$ cat src/rtl/dpu_seq_pkg.sv
// ============================================================================
// Module      : dpu_seq_pkg
// Description : Shared types, opcodes and widths for the DPU mode sequencer.
// Revision    : 1.0 - initial release
// ============================================================================
`default_nettype none

package dpu_seq_pkg;

    localparam int NUM_SLOTS   = 4;
    localparam int MODE_WIDTH  = 5;
    localparam int IMM_WIDTH   = 16;
    localparam int DELAY_WIDTH = 7;
    localparam int INSTR_WIDTH = 27;

    localparam logic [2:0] OPCODE_DPU = 3'd3;
    localparam logic [2:0] OPCODE_FSM = 3'd2;
    localparam int         OPCODE_H   = 26;
    localparam int         OPCODE_L   = 24;

    typedef struct packed {
        logic [2:0]            opcode;
        logic [1:0]            option;
        logic [MODE_WIDTH-1:0] mode;
        logic [IMM_WIDTH-1:0]  imm;
        logic                  pad;
    } dpu_t;

    typedef struct packed {
        logic [2:0]             opcode;
        logic [1:0]             port;
        logic [DELAY_WIDTH-1:0] delay_0;
        logic [DELAY_WIDTH-1:0] delay_1;
        logic [DELAY_WIDTH-1:0] delay_2;
        logic                   pad;
    } fsm_t;

    typedef enum logic [0:0] {
        IDLE = 1'b0,
        RUN  = 1'b1
    } state_t;

    function automatic dpu_t unpack_dpu(input logic [INSTR_WIDTH-1:0] raw);
        return dpu_t'(raw);
    endfunction

    function automatic fsm_t unpack_fsm(input logic [INSTR_WIDTH-1:0] raw);
        return fsm_t'(raw);
    endfunction

endpackage

`default_nettype wire

$ cat src/rtl/dpu_seq_timer.sv
// ============================================================================
// Module      : dpu_seq_timer
// Description : Loadable down-counter that holds at zero and flags it.
// Revision    : 1.0 - initial release
// ============================================================================
`default_nettype none

module dpu_seq_timer #(
    parameter int WIDTH = 7
) (
    input  logic             clk,
    input  logic             rst,
    input  logic             load,
    input  logic [WIDTH-1:0] load_val,
    output logic             zero
);

    logic [WIDTH-1:0] r_count;

    always_ff @(posedge clk or posedge rst) begin
        if (rst) begin
            r_count <= '0;
        end else if (load) begin
            r_count <= load_val;
        end else if (r_count != '0) begin
            r_count <= r_count - 1'b1;
        end
    end

    assign zero = (r_count == '0);

endmodule

`default_nettype wire

$ cat src/rtl/dpu_sequencer.sv
// ============================================================================
// Module      : dpu_sequencer
// Description : Instruction-programmed sequencer stepping the DPU through up
//               to four mode/immediate slots with per-slot dwell times.
//               Optional macro DPU_SEQ_LOOP_EN: wrap to slot 0 while activate
//               is held at the end of the last slot.
// Revision    : 1.0 - initial release
// ============================================================================
`default_nettype none

module dpu_sequencer #(
    parameter int NUM_SLOTS   = dpu_seq_pkg::NUM_SLOTS,
    parameter int MODE_WIDTH  = dpu_seq_pkg::MODE_WIDTH,
    parameter int IMM_WIDTH   = dpu_seq_pkg::IMM_WIDTH,
    parameter int DELAY_WIDTH = dpu_seq_pkg::DELAY_WIDTH,
    parameter int INSTR_WIDTH = dpu_seq_pkg::INSTR_WIDTH
) (
    input  logic                   clk,
    input  logic                   rst,
    input  logic                   instr_en,
    input  logic [INSTR_WIDTH-1:0] instr,
    input  logic                   activate,
    output logic [MODE_WIDTH-1:0]  mode_out,
    output logic [IMM_WIDTH-1:0]   immediate_out,
    output logic [1:0]             slot_out,
    output logic                   busy,
    output logic                   done,
    output logic                   err
);

    import dpu_seq_pkg::*;

    dpu_t   w_dpu;
    fsm_t   w_fsm;
    logic   w_dpu_wr;
    logic   w_fsm_wr;
    logic   w_unused;

    state_t r_state;
    state_t w_state_nxt;
    logic [1:0] r_slot;
    logic [1:0] w_slot_nxt;
    logic [1:0] r_last_slot;
    logic       r_done;
    logic       w_done_nxt;
    logic       r_err;
    logic       w_err_nxt;

    logic [DELAY_WIDTH-1:0] r_delay   [0:2];
    logic [DELAY_WIDTH-1:0] w_delay   [NUM_SLOTS];
    logic [MODE_WIDTH-1:0]  r_slot_mode [NUM_SLOTS];
    logic [IMM_WIDTH-1:0]   r_slot_imm  [NUM_SLOTS];

    logic                   w_load;
    logic [DELAY_WIDTH-1:0] w_load_val;
    logic                   w_zero;

    assign w_dpu    = unpack_dpu(instr);
    assign w_fsm    = unpack_fsm(instr);
    assign w_dpu_wr = instr_en && (instr[OPCODE_H:OPCODE_L] == OPCODE_DPU);
    assign w_fsm_wr = instr_en && (instr[OPCODE_H:OPCODE_L] == OPCODE_FSM);
    assign w_unused = ^{w_dpu.opcode, w_dpu.pad, w_fsm.opcode, w_fsm.pad};

    // The last slot has no programmable dwell; it always lasts one cycle.
    assign w_delay[0] = r_delay[0];
    assign w_delay[1] = r_delay[1];
    assign w_delay[2] = r_delay[2];
    assign w_delay[3] = '0;

    always_comb begin
        w_state_nxt = r_state;
        w_slot_nxt  = r_slot;
        w_load      = 1'b0;
        w_done_nxt  = 1'b0;
        w_err_nxt   = w_fsm_wr && (r_state == RUN);
        case (r_state)
            IDLE: begin
                if (activate) begin
                    w_state_nxt = RUN;
                    w_slot_nxt  = 2'd0;
                    w_load      = 1'b1;
                end
            end
            RUN: begin
                if (w_zero) begin
                    if (r_slot < r_last_slot) begin
                        w_slot_nxt = r_slot + 2'd1;
                        w_load     = 1'b1;
                    end else begin
`ifdef DPU_SEQ_LOOP_EN
                        if (activate) begin
                            w_slot_nxt = 2'd0;
                            w_load     = 1'b1;
                        end else begin
                            w_state_nxt = IDLE;
                            w_slot_nxt  = 2'd0;
                            w_done_nxt  = 1'b1;
                        end
`else
                        w_state_nxt = IDLE;
                        w_slot_nxt  = 2'd0;
                        w_done_nxt  = 1'b1;
`endif
                    end
                end
            end
            default: begin
                w_state_nxt = IDLE;
                w_slot_nxt  = 2'd0;
            end
        endcase
        w_load_val = w_delay[w_slot_nxt];
    end

    always_ff @(posedge clk or posedge rst) begin
        if (rst) begin
            r_state <= IDLE;
            r_slot  <= 2'd0;
            r_done  <= 1'b0;
            r_err   <= 1'b0;
        end else begin
            r_state <= w_state_nxt;
            r_slot  <= w_slot_nxt;
            r_done  <= w_done_nxt;
            r_err   <= w_err_nxt;
        end
    end

    // Sequence configuration is frozen while a run is in progress.
    always_ff @(posedge clk or posedge rst) begin
        if (rst) begin
            r_last_slot <= 2'd0;
            for (int i = 0; i < 3; i++) begin
                r_delay[i] <= '0;
            end
        end else if (w_fsm_wr && (r_state == IDLE)) begin
            r_last_slot <= w_fsm.port;
            r_delay[0]  <= w_fsm.delay_0;
            r_delay[1]  <= w_fsm.delay_1;
            r_delay[2]  <= w_fsm.delay_2;
        end
    end

    always_ff @(posedge clk or posedge rst) begin
        if (rst) begin
            for (int i = 0; i < NUM_SLOTS; i++) begin
                r_slot_mode[i] <= '0;
                r_slot_imm[i]  <= '0;
            end
        end else if (w_dpu_wr) begin
            r_slot_mode[w_dpu.option] <= w_dpu.mode;
            r_slot_imm[w_dpu.option]  <= w_dpu.imm;
        end
    end

    dpu_seq_timer #(
        .WIDTH (DELAY_WIDTH)
    ) u_timer (
        .clk      (clk),
        .rst      (rst),
        .load     (w_load),
        .load_val (w_load_val),
        .zero     (w_zero)
    );

    assign busy          = (r_state == RUN);
    assign mode_out      = busy ? r_slot_mode[r_slot] : '0;
    assign immediate_out = busy ? r_slot_imm[r_slot]  : '0;
    assign slot_out      = busy ? r_slot : 2'd0;
    assign done          = r_done;
    assign err           = r_err;

endmodule

`default_nettype wire

$ cat config.mk
export PLATFORM = sky130hd
export DESIGN_NAME = dpu_sequencer
export DESIGN_NICKNAME = d
export VERILOG_FILES = /design/src/rtl/dpu_seq_pkg.sv /design/src/rtl/dpu_seq_timer.sv /design/src/rtl/dpu_sequencer.sv
export SDC_FILE = /design/constraint.sdc
export NUM_CORES = 1
export LEC_CHECK = 0
export BUFFER_PORTS_ARGS = -buffer_cell sky130_fd_sc_hd__buf_2
export CAP_MARGIN = 20
export CELL_PAD_IN_SITES_DETAIL_PLACEMENT = 0
export CELL_PAD_IN_SITES_GLOBAL_PLACEMENT = 1
export CORE_MARGIN = 10
export CORE_UTILIZATION = 52
export DETAILED_ROUTE_END_ITERATION = 12
export PLACE_DENSITY_LB_ADDON = 0.08
export SLEW_MARGIN = 15
export SYNTH_ARGS = -nofsm -noshare
export SYNTH_HDL_FRONTEND = slang
export SYNTH_SLANG_ARGS = --single-unit
$ cat constraint.sdc
create_clock -name clk -period 6.5 [get_ports clk]
set_input_delay 0.325 -clock clk [delete_from_list [all_inputs] [get_ports clk]]
set_output_delay 0.325 -clock clk [all_outputs]
set_load 0.03 [all_outputs]
==> results.toml <==
[placement]
dp.cells = 557
place_congestion = 0.763
io_buffers = 55
place_area_mm2 = 0.00586
pre_cts_ws_ns = 3.30
detailed_place_hpwl_um = 7280

[timing]
fmax_mhz = 313
setup_ws_ns = 3.31
clock_skew_ns = 0.00583
report.final.slew_viol_count = 0
fin_crit_sh_pct = 49.1
worst_pin_slew_ns = 0.954
final-hold-violation-count = 0
setup_tns_ns = 0
setup_viol = 0
holdWs_ns = 0.0292
rsz0062_at_grt = "no"
final.min_clock_period_ns = 3.19
relSlewSlack_pct = 36.4

[flow_run]
maxCapViolCount = 0

[synthesis]
yosysSeqAreaShare_pct = 54.9
syn_nets = 412
ys_ff_latch = 119
synthCells = 379
netlist_area_mm2 = 0.00543
ys_async_sr_fraction_pct = 100
syn_avg_cell_area_um2 = 14.3
synth_flop_cell = "dfrtp_1"
ys_types = 36
ys_warn_count = 0
synth_edf_count = 0

[global_routing]
grt_pass1_vias = 3468
grt_pass1_wl_um = 18800
grt_start_max_net_pins = 62
gr-total-overflow = 0
antenna_found_initial = 0
grt.total_usage_pct = 16.3

[detailed_routing]
first_pass_iters = 4
wl_um = 11300
detail-route-antenna-nets = 0
drt_iter0_markers = 151
vias_per_cell = 5.54
drc = 0
wl_per_cell_um = 19.2
via_count = 3268

[worst_setup_path]
cpPeakStageDelay_ns = 0.97
worstSetupPathType = "reg2reg"
startpoint = "busy$_DFF_PP0_"
worstPathMaxFanout = 31
crit_family = "compound AO/OA/AOI/OAI gates"
critPathBufInv = 0
crit_path_end = "u_timer.r_count[0]$_DFFE_PP0P_"
crit_chain = "or3b_2 > or2_1 > a311o_1 > a211oi_1 > a2111oi_2 > o32a_1"
r2r_start = "busy$_DFF_PP0_"
reg2reg_depth = 6
crit_slowest_cell = "dfrtp_1"
start_kind = "register"
cp-end-kind = "register"
crit_required_ns = 6.89
r2r_slack_ns = 3.31
rr_endpoint = "u_timer.r_count[0]$_DFFE_PP0P_"
arrival_ns = 3.59
crit_cells = 6

[cells_and_area]
fin_util_pct = 62.9
drive_gt1_share_pct = 49.6
fill_cells = 796
layout.nets = 474
area_growth_pct = 18.6
fin_area_mm2 = 0.00643
instances_no_fill = 590
final_common_cell = "dfrtp_1"
final_cell_mix = "119 x dfrtp_1, 105 x mux2_2, 55 x buf_2, 24 x and2_1, 21 x mux4_2"
antennaDiodeCount = 0

[clock_tree]
cts_sinks = 119
cts_tree = "done"
clk_path_buf_depth = 2
clock_latency_ns = 0.51
clk_pin_slew_worst_paths_ns = 0.05
cts-root-buf = "clkbuf_8"
h-tree-depth = 4
cts_buffers = 17

[power_and_ir_drop]
p_total_mw = 2.91
p_leak_nw = 3.00
power_per_cell_area_mw_per_mm2 = 452
peakVddDrop_mv = 0.226

[floorplanning]
initial_core_util_pct = 53.0
rows = 37
io_pins = 57
die_area_mm2 = 0.0149
chipHeight_um = 122
dieWidth_um = 122
coreArea_mm2 = 0.0102

[outcome]
status = "finished, final reports clean"

[hold_path]
hold_class = "in2reg"
-- registers in the layout (all words and copies together) (netlist names) --
signal,cells
busy,1
done,1
err,1
r_delay,21
r_last_slot,2
r_slot,2
r_slot_imm,64
r_slot_mode,20
u_timer.r_count,7
-- final cells by class --
cell class,count,area [um^2],share of cell area (%)
inverter,7,28.8,0.447
clock inverter,8,96.3,1.50
sequential,119,2980,46.3
multi-input combinational,232,2340,36.4
clock buffer,24,470,7.31
timing repair buffer,64,345,5.37
tap,136,170,2.65
-- repair_timing --
item	in CTS	in global routing
gates resized for setup	0	0
setup buffers	0	0
hold buffers	1	0
hold endpoints to repair	60	0
-- cell usage after synthesis (all sizes together) (4+ instances only) --
cell    instances  area share (%)
buf            10            0.85
inv             7            0.48
nand2           7            0.48
and2           24             2.8
clkbuf         11            0.76
dfrtp         119              55
nor3            4            0.37
nand2b          6            0.69
a21oi           9            0.83
mux2          105              22
mux4           21             8.7
o21ai           8            0.74
nor2           14            0.97
mux2i           8             1.5
-- per-layer routing --
| layer | track usage (%) | share of wire (%) |
|---|---|---|
| met1 | 20.9 | 46 |
| met2 | 25.7 | 48 |
| met3 | 4.35 | 4.0 |
| met4 | 6.33 | 1.6 |
| met5 | 0 | 0 |
-- where the power goes --
part           leakage [nW]  internal [mW]  switching [mW]
Combinational          1.20          0.445           0.507
Clock                 0.279          0.573           0.315
Sequential             1.52          0.939           0.128
Total                  3.00           1.96           0.949
-- worst min path at each step --
stage,startpoint,end,cells past startpoint
final,instr[24],err$_DFF_PP0_,2
after global routing,instr[24],err$_DFF_PP0_,2
after CTS,instr[24],err$_DFF_PP0_,2
after detailed placement,r_slot_imm[13]$_DFFE_PP0P_,r_slot_imm[13]$_DFFE_PP0P_,1
after global placement,r_slot_imm[50]$_DFFE_PP0P_,r_slot_imm[50]$_DFFE_PP0P_,1
after floorplan,instr[24],err$_DFF_PP0_,1
-- cells by family (layout without fill, tap and decap cells) --
logic type,Yosys count,in the layout,synth area share (%)
AO/OA/AOI/OAI,26,26,3.07
buffers and inverters,28,103,2.10
multiplexers,134,134,32.0
adder cells (fa/ha/maj),2,2,0.461
AND/OR/NAND/NOR,67,67,7.01
XOR/XNOR,3,3,0.484
flip-flops,119,119,54.9
(Power assumes the default switching activity.)
